$ cat src/rtl/counter_mod_n_updown_pkg.sv
// ============================================================================
// counter_mod_n_updown_pkg : shared constants and helpers for the mod-N counter
// Rev 1.0
// ============================================================================
`default_nettype none

package counter_mod_n_updown_pkg;

  localparam int CNT_WRAP = 0;
  localparam int CNT_SAT  = 1;

  // Bits needed to hold values 0..value-1.
  function automatic int clog2(input int value);
    int r;
    r = 0;
    for (int v = value - 1; v > 0; v = v >> 1) begin
      r = r + 1;
    end
    return r;
  endfunction

endpackage

`default_nettype wire

$ cat src/rtl/counter_mod_n_updown_prescaler_tick.sv
// ============================================================================
// prescaler_tick : divides enabled cycles by PRESCALE, tick on the last one
// Rev 1.0
// ============================================================================
`default_nettype none

module prescaler_tick
  import counter_mod_n_updown_pkg::*;
#(
  parameter int PRESCALE = 1
) (
  input  logic clk,
  input  logic reset,
  input  logic en,
  input  logic clear,
  output logic tick
);

  generate
    if (PRESCALE <= 1) begin : g_passthru
      logic w_unused;
      assign w_unused = &{1'b0, clk, reset, en, clear};
      assign tick     = 1'b1;
    end else begin : g_count
      localparam int PW = (clog2(PRESCALE) < 1) ? 1 : clog2(PRESCALE);
      localparam logic [PW-1:0] c_last = PW'(PRESCALE - 1);

      logic [PW-1:0] psc_q;
      logic [PW-1:0] psc_d;

      always_comb begin
        psc_d = psc_q;
        if (clear) begin
          psc_d = '0;
        end else if (en) begin
          psc_d = (psc_q == c_last) ? '0 : psc_q + 1'b1;
        end
      end

      always_ff @(posedge clk) begin
        if (!reset) begin
          psc_q <= '0;
        end else begin
          psc_q <= psc_d;
        end
      end

      assign tick = (psc_q == c_last);
    end
  endgenerate

endmodule

`default_nettype wire

$ cat src/rtl/counter_mod_n_updown.sv
// ============================================================================
// counter_mod_n_updown : mod-N up/down counter, prescaler, clear, load, flags
// Rev 1.0
// ============================================================================
`default_nettype none

module counter_mod_n_updown
  import counter_mod_n_updown_pkg::*;
#(
  parameter int WIDTH    = 5,
  parameter int MOD      = 20,
  parameter int PRESCALE = 1,
  parameter int SATURATE = CNT_WRAP
) (
  input  logic             clk,
  input  logic             reset,
  input  logic             en,
  input  logic             up,
  input  logic             clear,
  input  logic             load,
  input  logic [WIDTH-1:0] load_val,
  output logic [WIDTH-1:0] count,
  output logic             tc,
  output logic             rollover,
  output logic             load_err
);

  generate
    if ((MOD < 2) || (MOD > (1 << WIDTH))) begin : g_bad_params
      $error("counter_mod_n_updown: MOD must satisfy 2 <= MOD <= 2**WIDTH");
    end
  endgenerate

  localparam logic [WIDTH-1:0] c_max = WIDTH'(MOD - 1);

  logic [WIDTH-1:0] count_q;
  logic [WIDTH-1:0] count_d;
  logic             rollover_q;
  logic             rollover_d;
  logic             load_err_q;
  logic             load_err_d;
  logic             w_tick;
  logic             w_step;
  logic             w_at_term;
  logic             w_psc_en;

  // A load cycle must not advance the prescaler.
  assign w_psc_en = en & ~load;

  prescaler_tick #(
    .PRESCALE (PRESCALE)
  ) u_prescaler (
    .clk   (clk),
    .reset (reset),
    .en    (w_psc_en),
    .clear (clear),
    .tick  (w_tick)
  );

  assign w_step    = en & w_tick;
  assign w_at_term = up ? (count_q == c_max) : (count_q == '0);

  always_comb begin
    count_d    = count_q;
    rollover_d = 1'b0;
    load_err_d = 1'b0;
    if (clear) begin
      count_d = '0;
    end else if (load) begin
      if (load_val > c_max) begin
        count_d    = c_max;
        load_err_d = 1'b1;
      end else begin
        count_d = load_val;
      end
    end else if (w_step) begin
      if (w_at_term) begin
        if (SATURATE == CNT_WRAP) begin
          count_d    = up ? '0 : c_max;
          rollover_d = 1'b1;
        end
      end else begin
        count_d = up ? count_q + 1'b1 : count_q - 1'b1;
      end
    end
  end

  always_ff @(posedge clk) begin
    if (!reset) begin
      count_q    <= '0;
      rollover_q <= 1'b0;
      load_err_q <= 1'b0;
    end else begin
      count_q    <= count_d;
      rollover_q <= rollover_d;
      load_err_q <= load_err_d;
    end
  end

  assign count    = count_q;
  assign tc       = w_step & w_at_term;
  assign rollover = rollover_q;
  assign load_err = load_err_q;

endmodule

`default_nettype wire

$ cat config.mk
export PLATFORM = sky130hd
export DESIGN_NAME = counter_mod_n_updown
export DESIGN_NICKNAME = d
export VERILOG_FILES = /design/src/rtl/counter_mod_n_updown_pkg.sv /design/src/rtl/counter_mod_n_updown_prescaler_tick.sv /design/src/rtl/counter_mod_n_updown.sv
export SDC_FILE = /design/constraint.sdc
export NUM_CORES = 1
export LEC_CHECK = 0
export ABC_AREA = 1
export CAP_MARGIN = 20
export CORE_MARGIN = 10
export CORE_UTILIZATION = 40
export CTS_CLUSTER_DIAMETER = 100
export DETAILED_ROUTE_END_ITERATION = 16
export PLACE_DENSITY = 0.74
export SETUP_SLACK_MARGIN = 0.15
export SLEW_MARGIN = 20
export SYNTH_ARGS = -nofsm -noshare
export SYNTH_HDL_FRONTEND = slang
export SYNTH_SLANG_ARGS = --single-unit
$ cat constraint.sdc
create_clock -name clk -period 4.7 [get_ports clk]
set_clock_uncertainty 0.1 [all_clocks]
set_input_delay 1.41 -clock clk [delete_from_list [all_inputs] [get_ports clk]]
set_output_delay 1.41 -clock clk [all_outputs]
set_load 0.01 [all_outputs]
==> results of run 1 <==
[repair_timing]
item	4_1_cts	5_1_grt
hold buffers	0	0
resized for setup	0	1
endpoints found under the setup margin	0	1
[kinds of logic (layout without fill, tap and decap cells)]
family                   Yosys count  in the layout  synth area share (%)
adder cells (fa/ha/maj)            4              4                  10.1
buffers and inverters             17             38                  11.4
AO/OA/AOI/OAI                     15             15                  14.9
AND/OR/NAND/NOR                   44             44                  35.8
XOR/XNOR                           2              2                  3.08
flip-flops                         7              7                  24.6
[worst max-delay path, cell delays in order]
cell             delay [ns]
clkdlybuf4s50_1        0.52
inv_1                  0.07
nor2_1                 0.11
clkdlybuf4s50_1        0.55
[how the worst min path moves through the flow]
stage                                     start                     to  slack, ns  depth (start not counted)
after floorplan           count[0]$_SDFFE_PP0P_  count[0]$_SDFFE_PP0P_       0.45                          2
after global placement    count[0]$_SDFFE_PP0P_  count[0]$_SDFFE_PP0P_       0.47                          2
after detailed placement  count[0]$_SDFFE_PP0P_  count[0]$_SDFFE_PP0P_       0.47                          2
after CTS                 count[0]$_SDFFE_PP0P_  count[0]$_SDFFE_PP0P_       0.50                          2
after global routing      count[0]$_SDFFE_PP0P_  count[0]$_SDFFE_PP0P_       0.54                          2
final                     count[0]$_SDFFE_PP0P_  count[0]$_SDFFE_PP0P_       0.50                          2
[final cells by class]
cell class                      count  area (µm²)  area share [%]
Sequential cell                     7         140            17.7
Clock buffer                        4        26.3            3.32
Inverter                           16        60.1            7.58
Tap cell                           15        18.8            2.37
Timing Repair Buffer               18         183            23.1
Multi-Input combinational cell     65         364            46.0
[power by group]
part           switching (mW)  total [mW]  internal [mW]
registers             0.00405      0.0663         0.0623
clock network          0.0233      0.0558         0.0325
logic                  0.0304      0.0592         0.0287
[state kept, by name (all words and copies together) (netlist names)]
register  cells
count         5
rollover      1
load_err      1
[routing by layer]
| layer | track usage (%) | wire length, µm | vias up |
|---|---|---|---|
| met5 | 0 | 0 | - |
| met4 | 4.70 | 8 | 0 |
| met3 | 4.58 | 91 | 2 |
| met2 | 14.9 | 807 | 21 |
| met1 | 9.73 | 602 | 279 |
| li1 | - | - | 324 |
[metrics by stage]
| step | std cells | hold slack, ns | power [mW] |
|---|---|---|---|
| 4_1_cts | 125 | 0.500 | 0.185 |
| 6_report | 125 | 0.499 | 0.181 |
| 3_5_place_dp | 121 | 0.467 | 0.127 |
| 5_1_grt | 125 | 0.536 | 0.197 |
| 2_1_floorplan | 89 | 0.453 | 0.103 |
| 3_3_place_gp | 121 | 0.468 | 0.125 |
[cell usage in the layout (no fill, tap or decap), drive strengths merged, types with 2 or more instances in the layout]
cell           netlist  layout
nand2               20      20
clkdlybuf4s50        0      17
inv                 16      16
nor2                14      14
o21ai                8       8
dfxtp                7       7
nand3                6       6
a21oi                5       5
clkbuf               0       4
ha                   3       3
a31oi                2       2
[Yosys cell counts]
master and n:
nor4_1 1, a21oi_2 2, inv_1 14, nor2_2 1
xnor2_1 1, and2_4 1, dfxtp_1 7, a21oi_1 3
nand2_2 2, nor2_4 1, fa_1 1, ha_1 3
or2_1 1, xor2_1 1, o21ai_1 1, inv_2 2
nand2_1 18, nor3_1 1, nand3_2 1, buf_2 1
nand3_1 5, nor2_1 12, a31oi_1 2, o21ai_0 7
==> metrics.md, run 1 <==
| Metric | Value |
|---|---|
| Final ANT Viol Nets | `0` |
| First-pass GRT wire length | `2480 µm` |
| Critical Path Start | `en` |
| PD cells | `229 nW/µm²` |
| Total leakage power | `0.378 nW` |
| Nets | `126` |
| HPWL Detailed | `1220 µm` |
| Via/cell ratio | `5.01` |
| FP Rows | `13` |
| Clock tree from TritonCTS | `built` |
| Initial DRT Pass Iterations | `4` |
| Largest net degree at the start of global routing | `10` |
| Slew @ Worst Pin | `0.335 ns` |
| Post-CTS setup repair buffer count | `0` |
| Yosys top cell by area | `dfxtp_1` |
| Final worst setup slack | `0.531 ns` |
| Reg-to-reg slack, setup | `3.01 ns` |
| Final hold vios | `0` |
| Remaining DRCs | `0` |
| Die H | `57.7 µm` |
| Max cap viols | `0` |
| Post-Place Worst Slack | `0.212 ns` |
| Share of layout cells above drive strength 1 | `11.8%` |
| I/O pin total | `19` |
| Die ar. | `3330 µm²` |
| Initial antenna violation count | `0` |
| Area contributors post-synth | `dfxtp_1 (25%), nand2_1 (12%), inv_1 (9.2%), nor2_1 (7.9%), ha_1 (6.6%)` |
| Clk_lat worst skew | `0.26 ns` |
| All-Layer GR Usage | `9.24%` |
| Max IR drop VDD | `168 µV` |
| Post-Syn Instances | `89` |
| Final Setup Violations | `0` |
| Crit Path Class | `in -> out` |
| Crit path max fanout | `2` |
| Filler Cell Count | `132` |
| Clock sink total | `7` |
| Final worst path period share | `88.7%` |
| Core region area | `1320 µm²` |
| Crit path capture type | `output pin` |
| Maximum clock path buffer count | `2` |
| CTS Root Cell | `clkbuf_4` |
| Wire length per cell | `12.1 µm` |
| Top-area cell type share of the netlist area | `24.6%` |
| Synthesized net count | `104` |
| Initial core utilization | `43.2%` |
| Synth warn | `0` |
| Fin. max-slew vios | `0` |
| Fin util | `60.1%` |
| Syn Area/Cell | `6.40 µm²` |
| Setup TNS | `0 ns` |
| Critical Path Source Type | `primary input` |
| Die width | `57.7 µm` |
| FF-to-FF path depth | `9` |
| Crit path DAT | `2.66 ns` |
| RSZ-0062 raised after global routing | `no` |
| Area Overhead vs Synth | `39.1%` |
| # diodes | `0` |
| Slew Limit Headroom | `77.6%` |
| Max Freq | `240 MHz` |
| CTS buffer count | `3` |
| Critical Path End | `tc` |
| Post-DP Area | `763 µm²` |
| Overall routed net length | `1510 µm` |
| Sequential area share after synthesis | `24.6%` |
| Placer congestion estimate | `0.806` |
| R2R Path End | `count[4]$_SDFFE_PP0P_` |
| Vias | `626` |
| Tmin final | `4.17 ns` |
| Number of global-route vias before repair | `571` |
| Synth Cell Area | `569 µm²` |
| CP required | `3.19 ns` |
| Htree depth | `1` |
| Yosys reg bits | `7` |
| Gr ovfl total | `0` |
| Synth cell types | `24` |
| Finished Cell Area | `792 µm²` |
| HP Class | `reg -> reg` |
| 1st-iter DRT viols | `20` |
| Clock transition at path regs | `0.05 ns` |
| Status | `finished, final reports clean` |
| # port buffers | `18` |
| RR Startpoint | `count[0]$_SDFFE_PP0P_` |
No activity file was read; power rests on OpenSTA's default activity.
==> run 2, diff against run 1 <==
- CORE_MARGIN: 10 -> unset
==> run 2 against run 1 <==
  * Worst setup slack worse by 0.30 ns
  * Cell count unchanged
  * Sequential share of layout area up 0.056 points
  * Non-clock buffer count unchanged
  * Register-to-register slack about the same
  * Critical path type unchanged
  * Largest power group unchanged
==> metrics.md, run 2 (synthesis results as in run 1) <==
| Metric | Value |
|---|---|
| Status | `finished, final reports clean` |
| First-pass GRT wire length | `2080 µm` |
| CTS Hold Bufs | `0` |
| Max Freq | `224 MHz` |
| Max IR drop VDD | `155 µV` |
| Switching power | `0.0564 mW` |
| Crit path DAT | `2.96 ns` |
| Total leakage power | `0.369 nW` |
| HP Class | `reg -> reg` |
| # port buffers | `18` |
| All-Layer GR Usage | `20.2%` |
| Area occupied by registers | `140 µm²` |
| Via/cell ratio | `4.94` |
| FF-to-FF path depth | `9` |
| Hold Crit Start | `count[0]$_SDFFE_PP0P_` |
| Maximum clock path buffer count | `2` |
| Post-DP Area | `763 µm²` |
| CP max stage delay | `0.59 ns` |
| Post-Place Worst Slack | `0.247 ns` |
| Initial core utilization | `43.2%` |
| R2R Path End | `count[4]$_SDFFE_PP0P_` |
| Sw frac | `31.3%` |
| Clk_lat worst skew | `0.25 ns` |
| RR Startpoint | `count[0]$_SDFFE_PP0P_` |
| WP buf/inv | `2` |
| Post-CTS sizing | `0` |
| CP required | `3.19 ns` |
| Die ar. | `1580 µm²` |
| Placed Instances | `121` |
| CTS Root Cell | `clkbuf_4` |
| Clock tree from TritonCTS | `built` |
| Htree depth | `1` |
| CTS buffer count | `3` |
| HPWL Detailed | `993 µm` |
| Area Overhead vs Synth | `38.7%` |
| Overall routed net length | `1280 µm` |
| Most frequent cells in the layout | `nand2_1 (18), clkdlybuf4s50_1 (18), inv_1 (14)` |
| FP Rows | `13` |
| Layout Cells excl Fill | `125` |
| End of the worst hold path | `count[0]$_SDFFE_PP0P_` |
| Clock group share of total power | `30.5%` |
| Worst Hold Path Cells | `2` |
| Max cap viols | `0` |
| Vias | `618` |
| Filler Cell Count | `116` |
| Clock transition at path regs | `0.05 ns` |
| Final ANT Viol Nets | `0` |
| Max FFs per register | `5` |
| Tmin final | `4.47 ns` |
| # diodes | `0` |
| RSZ-0062 raised after global routing | `no` |
| Critical Path Source Type | `primary input` |
| Fin. max-slew vios | `0` |
| Gate power share | `32.6%` |
| Final worst setup slack | `0.235 ns` |
| Die H | `39.7 µm` |
| Setup TNS | `0 ns` |
| Initial DRT Pass Iterations | `4` |
| Die width | `39.7 µm` |
| Post-CTS setup repair buffer count | `0` |
| Crit path max fanout | `5` |
| Share of layout cells above drive strength 1 | `11.8%` |
| Nets | `126` |
| Clock sink total | `7` |
| 1st-iter DRT viols | `14` |
| Crit path cell chain | `clkdlybuf4s50_1, nor2_2, nor2_1, nand3_2, nor2_1, clkdlybuf4s50_1` |
| Wire length per cell | `10.2 µm` |
| Crit Path Class | `in -> out` |
| Reg-to-reg slack, setup | `3.02 ns` |
| PnR Total Power | `0.180 mW` |
| Final worst path period share | `95.0%` |
| Crit path capture type | `output pin` |
| Number of global-route vias before repair | `521` |
| Internal power | `0.124 mW` |
| Hold WS | `0.494 ns` |
| Fin util | `59.9%` |
| Final hold vios | `0` |
| Gr ovfl total | `0` |
| Slew @ Worst Pin | `0.354 ns` |
| Core region area | `1320 µm²` |
| Initial antenna violation count | `0` |
| Slew Limit Headroom | `76.3%` |
| Sequential power share | `36.9%` |
| Remaining DRCs | `0` |
| Placer congestion estimate | `0.754` |
| PD cells | `228 nW/µm²` |
| CP top delay family | `buffers and inverters` |
| Crit-path slowest cell | `clkdlybuf4s50_1` |
| I/O pin total | `19` |
| Largest net degree at the start of global routing | `10` |
| Final Setup Violations | `0` |
| Multi-input gate area | `364 µm²` |
| Finished Cell Area | `790 µm²` |
run 2: changes by cell type in the layout (fill, tap and decap cells not counted), sizes merged:
cell	before	now
clkdlybuf4s50	17	18
dlymetal6s2s	1	0
run 2: tightest hold or removal path, stage by stage, from the launching register on:
cell	delay (ns)
dfxtp_1	0.38
nand2_1	0.10
a21oi_1	0.06
run 2: how the worst max path moves through the flow:
stage	start	endpoint	slack [ns]	cells past startpoint
2_1_floorplan	up	tc	1.35	3
3_3_place_gp	up	tc	0.27	6
3_5_place_dp	up	tc	0.25	6
4_1_cts	up	tc	0.23	6
5_1_grt	up	tc	0.17	6
6_report	up	tc	0.23	6
run 2: power by group through the flow:
| stage | sequential (mW) | clock, mW | combinational [mW] |
|---|---|---|---|
| global placement | 0.0675 | 0 | 0.0575 |
| finish | 0.0664 | 0.0548 | 0.0587 |
| detailed placement | 0.0676 | 0 | 0.0585 |
| global route | 0.0668 | 0.0586 | 0.0661 |
| floorplan | 0.0679 | 0 | 0.0352 |
| CTS | 0.0663 | 0.0571 | 0.0587 |
run 2: per-layer routing:
layer  track usage, %  wire (µm)  vias to the layer above
li1                 -          -                      325
met1             25.3        620                      276
met2             31.1        598                       17
met3             8.52         57                        0
met4             5.17          0                        0
met5                0          0                        -
run 2: final cells by class:
class | instances | area share (%)
inverter | 16 | 7.61
tap | 15 | 2.38
multi-input combinational | 65 | 46.1
timing repair buffer | 18 | 22.8
clock buffer | 4 | 3.33
sequential | 7 | 17.7
